===== src/rtl/otter_iobus_periph.sv =====
// otter_iobus_periph: memory-mapped IOBUS responder for the OTTER CPU.
// A 16-byte register window holds four word registers:
//   offset 0 LEDS (RW), 1 SWITCHES (RO), 2 TXDATA (WO), 3 STATUS/CTRL (RW).
// TXDATA writes fill a byte FIFO that drains over a TX_VALID/TX_READY
// handshake. An optional one-cycle interrupt fires when the drain finishes.
module otter_iobus_periph #(
    parameter logic [31:0] BASE_ADDR = 32'h1100_0000,
    parameter int          DEPTH     = 8
) (
    input  logic        CLK,
    input  logic        RESET,
    input  logic [31:0] IOBUS_ADDR,
    input  logic [31:0] IOBUS_OUT,
    input  logic        IOBUS_WR,
    output logic [31:0] IOBUS_IN,
    input  logic [15:0] SWITCHES,
    output logic [15:0] LEDS,
    output logic [7:0]  TX_DATA,
    output logic        TX_VALID,
    input  logic        TX_READY,
    output logic        INTR
);

    localparam int AW = $clog2(DEPTH);
    localparam int CW = AW + 1;

    localparam logic [1:0] OFF_LEDS = 2'd0;
    localparam logic [1:0] OFF_SW   = 2'd1;
    localparam logic [1:0] OFF_TX   = 2'd2;
    localparam logic [1:0] OFF_STAT = 2'd3;

    // Address decode
    logic       hit;
    logic [1:0] off;
    logic       wr_leds;
    logic       wr_tx;
    logic       wr_stat;

    // FIFO storage and control
    logic [7:0]    mem [DEPTH];
    logic [AW-1:0] rd_ptr;
    logic [AW-1:0] wr_ptr;
    logic [CW-1:0] count;
    logic [CW-1:0] count_next;
    logic          empty;
    logic          full;
    logic          pop;
    logic          push;
    logic          overflow;
    logic          irq_en;

    // Switch synchronizer stages
    logic [15:0] sw_p0;
    logic [15:0] sw_p1;

    // Byte-lane address bits and the upper write-data half are not decoded.
    logic unused_bits;
    assign unused_bits = ^{IOBUS_ADDR[1:0], IOBUS_OUT[31:16]};

    // Packs the STATUS word; everything outside the named fields reads 0.
    function automatic logic [31:0] pack_status(
        input logic       is_empty,
        input logic       is_full,
        input logic       ovf,
        input logic       irq,
        input logic [4:0] cnt
    );
        return {19'b0, cnt, 4'b0, irq, ovf, is_full, is_empty};
    endfunction

    assign hit     = (IOBUS_ADDR[31:4] == BASE_ADDR[31:4]);
    assign off     = IOBUS_ADDR[3:2];
    assign wr_leds = IOBUS_WR && hit && (off == OFF_LEDS);
    assign wr_tx   = IOBUS_WR && hit && (off == OFF_TX);
    assign wr_stat = IOBUS_WR && hit && (off == OFF_STAT);

    assign empty    = (count == '0);
    assign full     = (count == CW'(DEPTH));
    assign pop      = !empty && TX_READY;
    // A push into a full FIFO is still accepted when the head leaves on the same edge.
    assign push     = wr_tx && (!full || pop);
    assign TX_VALID = !empty;
    assign TX_DATA  = mem[rd_ptr];

    // Occupancy after this edge: push and pop together leave it unchanged.
    always_comb begin
        count_next = count;
        if (push && !pop) begin
            count_next = count + CW'(1);
        end else if (!push && pop) begin
            count_next = count - CW'(1);
        end
    end

    // Read-data mux: combinational from the presented address; misses read 0.
    always_comb begin
        IOBUS_IN = 32'h0;
        if (hit) begin
            case (off)
                OFF_LEDS: IOBUS_IN = {16'h0, LEDS};
                OFF_SW:   IOBUS_IN = {16'h0, sw_p1};
                OFF_TX:   IOBUS_IN = 32'h0;
                OFF_STAT: IOBUS_IN = pack_status(empty, full, overflow, irq_en, 5'(count));
                default:  IOBUS_IN = 32'h0;
            endcase
        end
    end

    // ---- stage boundary: two-flop switch synchronizer ----
    always_ff @(posedge CLK) begin
        if (RESET) begin
            sw_p0 <= '0;
            sw_p1 <= '0;
        end else begin
            sw_p0 <= SWITCHES;
            sw_p1 <= sw_p0;
        end
    end

    // LED register: loads the low half-word on a hitting write.
    always_ff @(posedge CLK) begin
        if (RESET) begin
            LEDS <= '0;
        end else if (wr_leds) begin
            LEDS <= IOBUS_OUT[15:0];
        end
    end

    // FIFO storage: data only, contents are meaningless after reset.
    always_ff @(posedge CLK) begin
        if (push) begin
            mem[wr_ptr] <= IOBUS_OUT[7:0];
        end
    end

    // FIFO pointers and occupancy; power-of-two depth gives natural wrap.
    always_ff @(posedge CLK) begin
        if (RESET) begin
            rd_ptr <= '0;
            wr_ptr <= '0;
            count  <= '0;
        end else begin
            if (push) begin
                wr_ptr <= wr_ptr + AW'(1);
            end
            if (pop) begin
                rd_ptr <= rd_ptr + AW'(1);
            end
            count <= count_next;
        end
    end

    // Sticky overflow and interrupt enable; overflow only when a byte is really lost.
    always_ff @(posedge CLK) begin
        if (RESET) begin
            overflow <= 1'b0;
            irq_en   <= 1'b0;
        end else begin
            if (wr_tx && full && !pop) begin
                overflow <= 1'b1;
            end else if (wr_stat && IOBUS_OUT[2]) begin
                overflow <= 1'b0;
            end
            if (wr_stat) begin
                irq_en <= IOBUS_OUT[3];
            end
        end
    end

    // Drain-complete pulse: last byte popped with no refill on the same edge.
    always_ff @(posedge CLK) begin
        if (RESET) begin
            INTR <= 1'b0;
        end else begin
            INTR <= irq_en && pop && !push && (count == CW'(1));
        end
    end

endmodule


===== config.mk =====
export PLATFORM = sky130hd
export DESIGN_NAME = otter_iobus_periph
export DESIGN_NICKNAME = d
export VERILOG_FILES = /design/src/rtl/otter_iobus_periph.sv
export SDC_FILE = /design/constraint.sdc
export NUM_CORES = 1
export LEC_CHECK = 0
export BUFFER_PORTS_ARGS = -buffer_cell sky130_fd_sc_hd__buf_2
export CAP_MARGIN = 15
export CORE_ASPECT_RATIO = 1.2
export CORE_MARGIN = 4
export CORE_UTILIZATION = 45
export CTS_CLUSTER_DIAMETER = 200
export CTS_CLUSTER_SIZE = 24
export DETAILED_ROUTE_END_ITERATION = 6
export PLACE_DENSITY = 0.7
export SLEW_MARGIN = 20
export SYNTH_ARGS = -nofsm -noshare
export SYNTH_HDL_FRONTEND = slang
export SYNTH_SLANG_ARGS = --single-unit

===== constraint.sdc =====
create_clock -name CLK -period 7.35 [get_ports CLK]
set_clock_uncertainty 0.2 [all_clocks]
set_input_delay 1.1025 -clock CLK [delete_from_list [all_inputs] [get_ports CLK]]
set_output_delay 1.1025 -clock CLK [all_outputs]
set_load 0.03 [all_outputs]

=== Yosys cells after proc, flatten, opt, wreduce, memory -nomap -nowiden ===
Memory sizes are Yosys's and may differ from the RTL's. A register that Yosys moved wholly into a read port is not among the register bits.
Index checks and enable logic that the tools add are counted.

* Bits in registers: 61
* Bits of input ports: 84
* Memories: 1
* RAM bits: 64

{| class="wikitable"
|+ Memories
! memory !! words !! bits a word !! rd ports !! clocked after Yosys merged registers in !! write ports !! line !! text
|-
| mem || 8 || 8 || 1 || 1 || 1 || 40 || <nowiki>logic [7:0] mem [DEPTH];</nowiki>
|}

* Reduce and logical (&&, ||, !) cells: 23
* Equal/unequal tests: 6
* Multiplexer cells: 10
* $add $sub $neg: 4

{| class="wikitable"
|+ Operator list
! operator !! number
|-
| case mux 32 bit (4 select lines) || 1
|-
| two-way mux 32 bit || 1
|-
| equality test 28 x 25 -> 1 bit, second input constant || 1
|-
| logical AND 1 bit || 14
|-
| two-way mux 4 bit || 2
|-
| adder 3 x 1 -> 3 bit, second input constant || 2
|-
| two-way mux 3 bit || 2
|-
| adder 4 x 1 -> 4 bit, second input constant || 1
|-
| equality test 2 bit, second input constant || 2
|-
| equality test 4 x 1 -> 1 bit, second input constant || 1
|-
| equality test 4 bit, second input constant || 1
|-
| logical NOT 1 bit || 4
|-
| logical NOT 4 bit || 1
|-
| two-way mux 1 bit || 4
|-
| nonzero test 2 bit || 2
|-
| subtractor 4 x 1 -> 4 bit, second input constant || 1
|-
| equality test 2 x 1 -> 1 bit, second input constant || 1
|-
| logical NOT 2 bit || 1
|-
| logical OR 1 bit || 1
|}

=== Logic depth before layout (Yosys ltp) ===
* Depth after elaboration: 9
* Depth in mapped cells: 10
* Mapped depth without buffers: 10

=== Worst setup path before layout ===
Ideal clock, no wire load.

* Path kind: in2out
* Start point: input IOBUS_ADDR[18]
* End point: output IOBUS_IN[4]
* Cell stages on the path: 5
* Arrival time: 2,710 ps
* Buffers on the path: 1
* Path slack: 3,338 ps
* Path through: nor4b_4 and4_2 nand2_1 clkbuf_1 nor3_1

* Longest elaborated chain between the ends: 2

{| class="wikitable"
|+ Ends and longest elaborated chain
! what !! line !! text
|-
| start, declared || 12 || <nowiki>input logic [31:0] IOBUS_ADDR,</nowiki>
|-
| equality test 28 x 25 -> 1 bit || 71 || <nowiki>assign hit = (IOBUS_ADDR[31:4] == BASE_ADDR[31:4]);</nowiki>
|-
| two-way mux 32 bit || 98 || <nowiki>if (hit) begin</nowiki>
|-
| end, declared || 15 || <nowiki>output logic [31:0] IOBUS_IN,</nowiki>
|}

No other way between the ends.

=== Worst setup path in the final report ===
* Start point: input IOBUS_ADDR[17]
* End point: output IOBUS_IN[4]

The elaborated chain is that of the path after synthesis.

==> flow_summary.yaml <==
clock_network:
  cts_buffers: 17
  post_cts_buffers: 0
  root_buffer: "clkbuf_16"
  clk_pin_slew_ns: 0.06
  cts_resized: 0
  clockBufferDepth: 2
  hold_buffers: 0
  cts.sink_count: 128
  cts_tree: "yes"
  clock_latency_ns: 0.40
  htreeDepth: 4
critical_path:
  critPathRequiredTime_ns: 6.05
  crit_top_cell: "buf_2"
  r2r-start: "count[0]"
  start_kind: "primary input"
  worstRegToRegCells: 9
  crit_type: "primary input to output port"
  ff2ff_setup_slack_ns: 4.69
  path_max_fanout: 23
  cpPeakStageDelay_ns: 0.57
  path_cells: "buf_2, nor4_4, and4_2, nand2_1, nor3_1, buf_2"
  cp-end-kind: "output port"
  r2r-end: "count[3]"
  arrival_ns: 3.13
  worstSetupStartpoint: "IOBUS_ADDR[17]"
  critPathSlowestCell: "nand2_1"
synthesis:
  synth-main-ff-cell: "edfxtp_1"
  synth-edff-count: 64
  synth_top_area_share_pct: 35.09
  synth_common_cells: "dfxtp_1 (64), edfxtp_1 (64), mux2i_1 (34), nor2b_1 (34), nand2b_1 (33)"
  yosysTopAreaCell: "edfxtp_1"
  syn_area_per_cell_sq_um: 13.23
  synthSimpleGateAreaFrac_pct: 18.00
  synth_xor_xnor_area_share_pct: 0.7996
  synth_warnings: 0
  synthArstFlopShare_pct: 0
  synthMuxAreaShare_pct: 14.64
  syn_area_sq_mm: 0.005477
  synthAdderAreaFrac_pct: 1.371
  yosysSeqAreaShare_pct: 58.49
  synth_compound_area_share_pct: 2.170
  synth-seq-cells: 128
  synthTopCellsByArea: "edfxtp_1 (35%), dfxtp_1 (23%), mux4_2 (6.6%), mux2i_1 (6.2%), nor2b_1 (3.9%)"
  synth_top_family_by_area: "simple AND/OR/NAND/NOR gates"
  synthCells: 414
  yosysUniqueCellTypes: 49
route:
  drt_first_pass_iters: 4
  viasPerCell: 5.009
  wl_mm: 11.15
  vias: 3466
  detail-route-antenna-nets: 0
  drt_iter0_drc: 165
  wire_per_inst_um: 16.12
  drcViolationCount: 0
run_status:
  status: "completed"
min_path:
  hold_end: "sw_p1[6]"
  hp-class: "flip-flop to flip-flop"
  hp-start: "sw_p0[6]"
  hold_depth: 1
timing:
  period_needed_ns: 4.436
  fmax_mhz: 225.4
  setup_viol: 0
  setup-tns-final_ns: 0
  tightest_slew_ns: 0.9869
  worst_hold_slack_ns: 0.2374
  finalHoldViolCount: 0
  drv_slew: 0
  fin_crit_sh_pct: 60.35
  relSlewSlack_pct: 34.05
  grt_setup_unrepaired: "no"
floorplanning:
  rows: 43
  core-area_sq_mm: 0.01173
  fp.dieH_um: 128.8
  die_x_um: 108.7
  pin_count: 142
  die_area_sq_mm: 0.01401
  start_util_pct: 46.69
cells_and_area:
  drive_gt1_share_pct: 34.77
  post-route-util_pct: 56.83
  nFillCells: 1021
  antenna_cells: 0
  fin_nets: 612
  areaGrowthSynthToFinish_pct: 21.70
global_routing:
  grt_pass1_wl_mm: 18.26
  grt.total_usage_pct: 16.90
  grt_pass1_vias: 3663
  grt_max_degree: 80
  grt_overflow: 0
  antenna_found_initial: 0
placement:
  gp_congestion: 0.7356
  dpl.hpwl_mm: 7.640
  portBuffers: 107
power:
  p_per_area_mw_per_mm2: 236.3
  leakage_nw: 2.541
  irDropWorstVdd_uv: 203.2
run:
  max_cap_viol_count: 0
layer usage:
layer  GRT usage (%)  up-vias  wire [um]
met3           4.767       11        655
met5               0        -          0
met1           20.29     1680       4513
met4           5.498        0        109
met2           29.25       93       5876
li1                -     1682          -
worst max-delay path by stage:
stage | end | slack, ns
2_1_floorplan | IOBUS_IN[4] | 3.34
3_3_place_gp | IOBUS_IN[13] | 3.02
3_5_place_dp | IOBUS_IN[4] | 2.98
4_1_cts | IOBUS_IN[4] | 2.96
5_1_grt | IOBUS_IN[15] | 2.69
6_report | IOBUS_IN[4] | 2.91
flip-flops by register name, indices dropped and copies added, names as in the netlist, named ones only:
register	flops
INTR	1
LEDS	16
count	4
irq_en	1
mem	64
overflow	1
rd_ptr	3
sw_p0	16
sw_p1	16
wr_ptr	3
cell families (layout without fill, tap and decap cells):
logic type / after synthesis / count (layout)
AO/OA/AOI/OAI: 20 / 20
XOR/XNOR: 5 / 5
adder cells (fa/ha/maj): 6 / 6
buffers and inverters: 43 / 149
flip-flops: 128 / 128
multiplexers: 59 / 59
other: 1 / 16
AND/OR/NAND/NOR: 152 / 152
worst max-delay path: cells and delay by family:
kind                   cells  cell delay, ns
buffers and inverters      2            0.38
AND/OR/NAND/NOR            4            1.64
area by class of cell:
cell class / instances / area, sq um / area share, %
tap: 157 / 196.4 / 2.947
clock inverter: 12 / 81.33 / 1.220
sequential: 128 / 3204 / 48.08
timing repair buffer: 113 / 588.1 / 8.823
clock buffer: 20 / 451.7 / 6.777
inverter: 4 / 15.01 / 0.2253
multi-input combinational: 258 / 2128 / 31.93
through the flow:
step | area, sq um | std cells | total power [mW] | worst slack (ns)
global placement | 6098 | 659 | 0.8388 | 3.024
finish | 6665 | 692 | 1.575 | 2.914
detailed placement | 6098 | 659 | 0.8414 | 2.977
floorplan | 5533 | 429 | 0.8182 | 3.338
CTS | 6631 | 691 | 1.588 | 2.963
global route | 6665 | 692 | 1.629 | 2.691
report_power, final:
group          internal, mW  switching [mW]  total [mW]
logic                0.0266          0.0419      0.0685
clock network         0.446           0.302       0.749
registers             0.757         0.00163       0.758
layout by cell type, fill, tap and decap left out, types with 4 or more instances in the layout:
cell type and n:
buf_2 107, inv_1 4, xor2_1 4, mux2_2 8
conb_1 16, nor3_1 9, nor4_2 4, mux2i_1 34
dfxtp_1 63, nor2b_1 34, nor2_1 27, edfxtp_1 64
clkbuf_16 17, nand2b_1 33, ha_1 6, inv_4 4
a21oi_1 13, nand2_1 9, mux4_2 16, buf_4 5
nor4_4 5
Note: power is estimated with default switching activity, not from simulation.
